**src/rtl/button_event_arbiter.sv**
```systemverilog
// Front-panel button controller: shared debouncer sample tick, press/repeat/release
// event extraction and round-robin delivery on one valid/ready channel.
// Auto-repeat is built only when BTN_AUTO_REPEAT_EN is defined.
module button_event_arbiter #(
   parameter int NUM_BTN      = 4,
   parameter int SAMPLE_DIV   = 262144,
   parameter int REPEAT_DELAY = 64,
   parameter int REPEAT_RATE  = 8
) (
   input  logic                       clk,
   input  logic                       clr,
   output logic                       sample_tick,
   input  logic [NUM_BTN-1:0]         btn_db,
   output logic                       evt_valid,
   input  logic                       evt_ready,
   output logic [$clog2(NUM_BTN)-1:0] evt_id,
   output logic [1:0]                 evt_kind,
   output logic [NUM_BTN-1:0]         pending,
   input  logic                       ovr_clr,
   output logic                       overrun,
   output logic                       dbg_state
);

   localparam int IDW = $clog2(NUM_BTN);
   localparam int TCW = $clog2(SAMPLE_DIV);
   localparam logic [TCW-1:0] TICK_LAST = TCW'(SAMPLE_DIV - 1);
   localparam logic [1:0] K_PRESS   = 2'b01;
   localparam logic [1:0] K_REPEAT  = 2'b10;
   localparam logic [1:0] K_RELEASE = 2'b11;

   typedef enum logic {IDLE = 1'b0, OFFER = 1'b1} state_t;

   // ---------------- sample tick ----------------
   logic [TCW-1:0] tick_cnt;

   always_ff @(posedge clk or posedge clr) begin
      if (clr) begin
         tick_cnt    <= '0;
         sample_tick <= 1'b0;
      end else begin
         sample_tick <= (tick_cnt == TICK_LAST);
         tick_cnt    <= (tick_cnt == TICK_LAST) ? '0 : tick_cnt + 1'b1;
      end
   end

   // ---------------- input path ----------------
   logic [NUM_BTN-1:0] sync1, sync2, prev;
   logic [1:0]         arm_cnt;
   logic               ev_en;
   logic [NUM_BTN-1:0] rise, fall, rpt;

   // Edges stay suppressed until prev has reloaded from a settled sync chain,
   // so buttons already held at reset release raise no press.
   always_ff @(posedge clk or posedge clr) begin
      if (clr) begin
         sync1   <= '0;
         sync2   <= '0;
         prev    <= '0;
         arm_cnt <= 2'd0;
      end else begin
         sync1 <= btn_db;
         sync2 <= sync1;
         prev  <= sync2;
         if (arm_cnt != 2'd3) arm_cnt <= arm_cnt + 2'd1;
      end
   end

   assign ev_en = (arm_cnt == 2'd3);
   assign rise  = sync2 & ~prev & {NUM_BTN{ev_en}};
   assign fall  = ~sync2 & prev & {NUM_BTN{ev_en}};

   // ---------------- auto-repeat ----------------
`ifdef BTN_AUTO_REPEAT_EN
   localparam int RCW = $clog2(REPEAT_DELAY + 1);
   localparam logic [RCW-1:0] REP_LAST   = RCW'(REPEAT_DELAY - 1);
   localparam logic [RCW-1:0] REP_RELOAD = RCW'(REPEAT_DELAY - REPEAT_RATE);

   logic [NUM_BTN-1:0] held;
   logic [RCW-1:0]     rep_cnt [NUM_BTN];

   assign held = sync2 & prev;

   always_ff @(posedge clk or posedge clr) begin
      if (clr) begin
         for (int i = 0; i < NUM_BTN; i++) rep_cnt[i] <= '0;
      end else begin
         for (int i = 0; i < NUM_BTN; i++) begin
            if (rise[i] || fall[i])
               rep_cnt[i] <= '0;
            else if (sample_tick && held[i])
               rep_cnt[i] <= (rep_cnt[i] == REP_LAST) ? REP_RELOAD : rep_cnt[i] + 1'b1;
         end
      end
   end

   always_comb begin
      rpt = '0;
      for (int i = 0; i < NUM_BTN; i++)
         rpt[i] = sample_tick && held[i] && ev_en && (rep_cnt[i] == REP_LAST);
   end
`else
   assign rpt = '0;
`endif

   // ---------------- pending slots ----------------
   logic [NUM_BTN-1:0] slot_vld, slot_rpt, take;
   logic [1:0]         slot_kind [NUM_BTN];
   logic               ovr_set;

   always_comb begin
      slot_rpt = '0;
      for (int i = 0; i < NUM_BTN; i++)
         slot_rpt[i] = slot_vld[i] && (slot_kind[i] == K_REPEAT);
   end

   // A slot emptied by the arbiter this cycle counts as free for incoming events.
   assign ovr_set = |((rise | fall) & slot_vld & ~slot_rpt & ~take);

   always_ff @(posedge clk or posedge clr) begin
      if (clr) begin
         slot_vld <= '0;
         for (int i = 0; i < NUM_BTN; i++) slot_kind[i] <= 2'b00;
         overrun  <= 1'b0;
      end else begin
         for (int i = 0; i < NUM_BTN; i++) begin
            if (rise[i] || fall[i]) begin
               slot_vld[i]  <= 1'b1;
               slot_kind[i] <= rise[i] ? K_PRESS : K_RELEASE;
            end else if (rpt[i] && !(slot_vld[i] && !take[i])) begin
               slot_vld[i]  <= 1'b1;
               slot_kind[i] <= K_REPEAT;
            end else if (take[i]) begin
               slot_vld[i]  <= 1'b0;
            end
         end
         if (ovr_set)      overrun <= 1'b1;
         else if (ovr_clr) overrun <= 1'b0;
      end
   end

   assign pending = slot_vld;

   // ---------------- arbiter ----------------
   // Channel: an event transfers on a clk edge where evt_valid && evt_ready;
   // once raised, evt_valid/evt_id/evt_kind stay stable until that transfer,
   // and evt_ready is ignored while evt_valid is low.
   state_t         state;
   logic [IDW-1:0] ptr, grant_idx;
   logic [1:0]     grant_kind;
   logic           found;

   always_comb begin
      found     = 1'b0;
      grant_idx = '0;
      for (int k = 0; k < NUM_BTN; k++) begin
         int j;
         j = int'(ptr) + k;
         if (j >= NUM_BTN) j = j - NUM_BTN;
         if (!found && slot_vld[j]) begin
            found     = 1'b1;
            grant_idx = IDW'(j);
         end
      end
      grant_kind = slot_kind[grant_idx];
      take       = (state == IDLE && found) ? (NUM_BTN'(1) << grant_idx) : '0;
   end

   always_ff @(posedge clk or posedge clr) begin
      if (clr) begin
         state     <= IDLE;
         evt_valid <= 1'b0;
         evt_id    <= '0;
         evt_kind  <= 2'b00;
         ptr       <= '0;
      end else begin
         case (state)
            IDLE: begin
               if (found) begin
                  evt_id    <= grant_idx;
                  evt_kind  <= grant_kind;
                  evt_valid <= 1'b1;
                  state     <= OFFER;
               end
            end
            OFFER: begin
               if (evt_ready) begin
                  evt_valid <= 1'b0;
                  ptr       <= (evt_id == IDW'(NUM_BTN - 1)) ? '0 : evt_id + 1'b1;
                  state     <= IDLE;
               end
            end
            default: state <= IDLE;
         endcase
      end
   end

   assign dbg_state = state;

endmodule
```
**config.mk**
```make
export PLATFORM = sky130hd
export DESIGN_NAME = button_event_arbiter
export DESIGN_NICKNAME = d
export VERILOG_FILES = /design/src/rtl/button_event_arbiter.sv
export SDC_FILE = /design/constraint.sdc
export NUM_CORES = 1
export LEC_CHECK = 0
export ABC_AREA = 0
export BUFFER_PORTS_ARGS = -buffer_cell sky130_fd_sc_hd__clkbuf_2
export CAP_MARGIN = 30
export CORE_UTILIZATION = 56
export CTS_CLUSTER_DIAMETER = 60
export DETAILED_ROUTE_END_ITERATION = 8
export GPL_ROUTABILITY_DRIVEN = 0
export PLACE_DENSITY = 0.75
export RECOVER_POWER = 100
export REMOVE_ABC_BUFFERS = 1
export SYNTH_ARGS = -nofsm -noshare
export SYNTH_HDL_FRONTEND = slang
export SYNTH_SLANG_ARGS = --single-unit
```
**constraint.sdc**
```tcl
create_clock -name clk -period 2.24 [get_ports clk]
set_clock_uncertainty 0.15 [all_clocks]
set_input_delay 0.448 -clock clk [delete_from_list [all_inputs] [get_ports clk]]
set_output_delay 0.448 -clock clk [all_outputs]
set_load 0.005 [all_outputs]
```
After elaboration in Yosys (flattened, before gate mapping):

Cells that the tools add are included.

* register bits after elaboration: 54

* add/subtract/negate cells: 10
* magnitude comparators: 9
* eq/ne operators: 10
* shift-type cells: 1
* multiplexer cells: 50
* bitwise gates (word level): 14
* reductions and logical operators: 24

Operator list (count)
* 32-bit by 4-bit < comparator with 1-bit output (second input constant): 4
* 32-bit two-way mux: 4
* 4-bit AND: 7
* 1-bit two-way mux: 26
* 2-bit two-way mux: 11
* 18-bit by 1-bit adder with 18-bit output (second input constant): 1
* 18-bit == test (second input constant): 1
* 18-bit two-way mux: 1
* 4-bit NOT: 4
* 2-bit == test (second input constant): 6
* 3-bit >= comparator (second input constant): 4
* 3-bit by 3-bit subtractor with 4-bit output (second input constant): 3
* 2-bit nonzero test: 5
* 1-bit binary-select mux with 2-bit select: 4
* 1-bit logical AND: 8
* 2-bit by 2-bit adder with 3-bit output (second input constant): 2
* 2-bit inequality test (second input constant): 3
* 2-bit AND reduction: 3
* 2-bit by 1-bit adder with 2-bit output (second input constant): 2
* 2-bit binary-select mux with 2-bit select: 1
* 1-bit logical OR: 4
* 4-bit two-way mux: 1
* 4-bit bitwise OR: 1
* 1-bit case mux with 2 select lines: 2
* 8 further kinds: 10

Longest topological paths before layout:

* word-level depth: 21
* gate-level depth with buffers: 6
* depth with buffers taken out: 5

Worst setup path before layout:

Ideal clock, no wire load.

* kind: register to register
* from: register slot_vld[0], in the netlist pending[0]
* to: register evt_kind[0]
* setup time: 0.140 ns
* data arrival time: 1.394 ns
* required time: 1.950 ns
* path slack: 0.556 ns
* stages on the path, launching flop included: 6
* path buffers: 0
* cell sequence: dfrtp_1 > nor2b_4 > or4_4 > nand3_1 > a211o_1 > o311ai_1

* longest elaborated chain between the ends: 17
* elaborated cells between the ends (all ways): 31
* those cells by class: mux (23); bitwise (1); reduce/logical (7)

RTL lines
* start, declared: line 106 `logic [NUM_BTN-1:0] slot_vld, slot_rpt, take;`
* start signal, assigned: line 121 `slot_vld <= '0;`
* start signal, assigned by index: line 127 `slot_vld[i] <= 1'b1;`
* start signal, assigned by index: line 130 `slot_vld[i] <= 1'b1;`
* 1-bit binary-select mux with 2-bit select: line 159 `if (!found && slot_vld[j]) begin`
* 1-bit two-way mux (not written as such) (2 in series): line 159
* 1-bit two-way mux: line 159
* 1-bit logical NOT: line 159
* 1-bit logical AND: line 159
* 1-bit two-way mux: line 159
* 1-bit logical NOT: line 159
* 1-bit logical AND: line 159
* 1-bit two-way mux: line 159
* 1-bit logical NOT: line 159
* 1-bit logical AND: line 159
* 2-bit two-way mux: line 159
* 2-bit NOT with 3-bit output (not written as such): line 164 `grant_kind = slot_kind[grant_idx];`
* 2-bit binary-select mux with 2-bit select: line 164
* 2-bit two-way mux (not written as such) (2 in series): line 164
* end signal, assigned: line 180 `evt_kind <= grant_kind;`
* end, declared: line 17 `output logic [1:0] evt_kind,`

Several ways; a longest one is shown, not always the timed one. The select of a mux whose other input is x is not followed.
A chain may end at the register's enable or synchronous reset.

Final worst setup path:

Same ends and word-level chain as after synthesis.

==> reports/results.tsv <==
stage	metric	value	unit
synth	synth-edff-count	0	
floorplan	die_w	67.8	um
worst_setup_path	criticalPathCategory	flip-flop to flip-flop	
clocking	tritoncts	built	
layout	diodes	0	
worst_setup_path	rrSetupSlack	0.36	ns
clocking	ctsLongestPathBuffers	2	
power_and_ir_drop	intPower	1.56	mW
timing	period_share	84.0	%
detailed_routing	drt_pass1_iterations	4	
floorplan	io_pins	20	
detailed_routing	drt_wl_total	4200	um
detailed_routing	drt_iter0_markers	119	
timing	final.setup.tns	0	ns
worst_setup_path	worstPathArrival	1.93	ns
timing	worst_pin_slew	1.29	ns
power_and_ir_drop	p_switching	0.712	mW
synth	synthDistinctLibCells	43	
timing	rsz0062_at_grt	false	
clocking	cts_setup_buffers	0	
layout	fill_cells	342	
detailed_routing	via_per_inst	5.63	
clocking	numCtsBuffers	5	
floorplan	fp.dieArea	4590	um2
timing	finalCriticalPeriod	1.88	ns
timing	max_clock_freq	532	MHz
global_route	grt_pass1_vias	1576	
layout	area_delta_synth_final	8.11	%
power_and_ir_drop	power	2.28	mW
min_path	hp-class	input pin to flip-flop	
global_route	grt_usage	21.0	%
power_and_ir_drop	pwr-share-seq	52.3	%
timing	hold_violations	0	
outcome	outcome	complete, no violations	
worst_setup_path	cp.required	2.28	ns
detailed_routing	vias	1639	
clocking	clk_latency	0.30	ns
clocking	cts_resized	0	
synth	ys_seq_elements	54	
clocking	hold_buffers	0	
clocking	root_buffer	clkbuf_8	
floorplan	coreArea	4090	um2
global_route	grt_max_degree	55	
worst_setup_path	crit_fanout	8	
global_route	antenna_found_initial	0	
global_route	grt_pass1_wl	7040	um
detailed_routing	route.detailed.drc	0	
power_and_ir_drop	combinationalPowerShare	23.9	%
global_route	gr-total-overflow	0	
timing	max_slew_margin	14.2	%
worst_setup_path	cp-end-kind	flip-flop	
placement	dp_hpwl	2990	um
floorplan	num_rows	23	
power_and_ir_drop	ir_drop	0.504	mV
placement	io_buffers	19	
synth	synthCells	218	
detailed_routing	ant_nets	0	
detailed_routing	wl_per_cell	14.4	um
floorplan	initial_core_util	59.2	%
power_and_ir_drop	power.density	869	nW/um2
synth	synth_ff_type	dfrtp_1	
clocking	clk_pin_slew	0.09	ns
layout	nets	251	
worst_setup_path	crit_path_start_kind	flip-flop	
timing	setup_violations	0	
floorplan	die_y	67.8	um
power_and_ir_drop	power.share.clock	23.8	%
clocking	clock_sinks	54	
synth	yosys_warnings	0	
power_and_ir_drop	p_sw_share	31.3	%
clocking	htree_levels	2	
layout	drive_above_1_share	11.6	%
synth	async_flop_share	100	%
synth	synth_area_per_cell	11.1	um2
timing	report.final.slew_viol_count	0	
synth	syn_area	2420	um2
job	maxCapViolCount	0	
power_and_ir_drop	p_leak	1.17	nW
synth	yosysSeqAreaShare	55.8	%
-- final cells by class --
type                            instances  area, um2  area share (%)
Clock buffer                            7       86.3            3.30
Clock inverter                          1       5.00           0.191
Inverter                                9       33.8            1.29
Multi-Input combinational cell        150        991            37.9
Sequential cell                        54       1350            51.6
Tap cell                               50       62.6            2.39
Timing Repair Buffer                   20       87.6            3.35
-- worst paths after layout --
path,startpoint,endpoint,depth (start not counted)
worst min register to register,sync1[1]$_DFF_PP0_,sync2[1]$_DFF_PP0_,0
worst max register to register,pending[0]$_DFFE_PP0P_,evt_kind[0]$_DFFE_PP0P_,5
worst max-delay path,pending[0]$_DFFE_PP0P_,evt_kind[0]$_DFFE_PP0P_,5
max in group asynchronous,clr,tick_cnt[14]$_DFF_PP0_,3
min in group asynchronous,clr,slot_kind[5]$_DFFE_PP0P_,3
worst min-delay path,btn_db[2],sync1[2]$_DFF_PP0_,1
-- worst max-delay path, stage by stage, from the launching register on --
cell and delay [ns]:
dfrtp_1 0.46, nor2b_4 0.17, nor4_2 0.45, nor2_4 0.11
mux2i_1 0.16, o311ai_0 0.27
-- power by group through the flow --
stage	Combinational [mW]	Clock, mW	Sequential [mW]
6_report	0.543	0.542	1.19
5_1_grt	0.617	0.590	1.21
4_1_cts	0.593	0.559	1.19
3_5_place_dp	0.590	0	1.21
3_3_place_gp	0.581	0	1.21
2_1_floorplan	0.435	0	1.19
-- synth_stat cells, types with 3 or more instances --
master     n  area share [%]
xor2_1    12             4.3
a21oi_1    8             1.7
mux2i_1    3             1.2
ha_1       3             1.6
nor2_1    13             2.0
o21ai_0    9             1.9
nor3_1     5             1.0
nand2b_1   8             2.1
nand2_1   22             3.4
nand4_1    3            0.78
nand3_1   10             2.1
nor2b_1    4             1.0
dfrtp_1   54              56
inv_1      9             1.4
xnor2_1    8             2.9
o31ai_1    7             2.2
o21ai_1    3            0.62
and3_1     4             1.0
-- sequential cells by signal, indices dropped and copies added, names as in the netlist, 2 cells and up --
| name | flops |
|---|---|
| tick_cnt | 18 |
| slot_kind | 8 |
| pending | 4 |
| prev | 4 |
| sync1 | 4 |
| sync2 | 4 |
| arm_cnt | 2 |
| evt_id | 2 |
| evt_kind | 2 |
| ptr | 2 |
-- through the flow --
step	hold WS (ns)	cells	cell area (um2)	setup slack, ns	util, %
4_1_cts	0.0193	291	2660	0.438	65.1
3_5_place_dp	0.186	283	2570	0.458	62.9
6_report	0.0986	291	2620	0.359	64.1
2_1_floorplan	0.181	213	2390	0.327	-
3_3_place_gp	0.182	283	2570	0.435	62.9
5_1_grt	0.0831	291	2620	0.175	64.1
-- routing by layer --
layer	global-route usage (%)	up-vias	part of all wire [%]	wire (um)
li1	-	801	-	-
met1	26.9	804	48	2010
met2	33.2	26	47	1960
met3	5.57	8	3.7	155
met4	9.31	0	1.8	75
met5	0	-	0	0
-- cells by family (layout without fill, tap and decap cells) --
kind of cell | Yosys count | in the layout | synth area share (%)
simple gates | 85 | 85 | 20.7
flops | 54 | 54 | 55.8
compound gates | 37 | 37 | 9.92
xor+xnor | 20 | 20 | 7.24
buf+inv | 14 | 37 | 2.58
mux | 5 | 5 | 2.17
fa+ha+maj | 3 | 3 | 1.55
-- cells in the final DEF (no fill, tap or decap), types with 2 or more instances in the layout --
| master | instances |
|---|---|
| and3_1 | 4 |
| clkbuf_2 | 10 |
| nand2b_1 | 8 |
| o311ai_0 | 2 |
| nor2b_1 | 4 |
| nand4_1 | 3 |
| nor2_4 | 2 |
| a21oi_1 | 8 |
| nand4b_1 | 2 |
| clkbuf_1 | 10 |
| a211o_1 | 2 |
| nand2_1 | 23 |
| xor2_1 | 12 |
| inv_1 | 9 |
| dfrtp_1 | 54 |
| ha_1 | 3 |
| o31ai_1 | 7 |
| mux2_2 | 2 |
| and4_1 | 2 |
| nor2_1 | 13 |
| xnor2_1 | 8 |
| nand3_1 | 11 |
| mux2i_1 | 3 |
| o21ai_0 | 10 |
| nor3_1 | 5 |
| clkbuf_8 | 6 |
| o21ai_1 | 2 |
(Power assumes the default switching activity.)
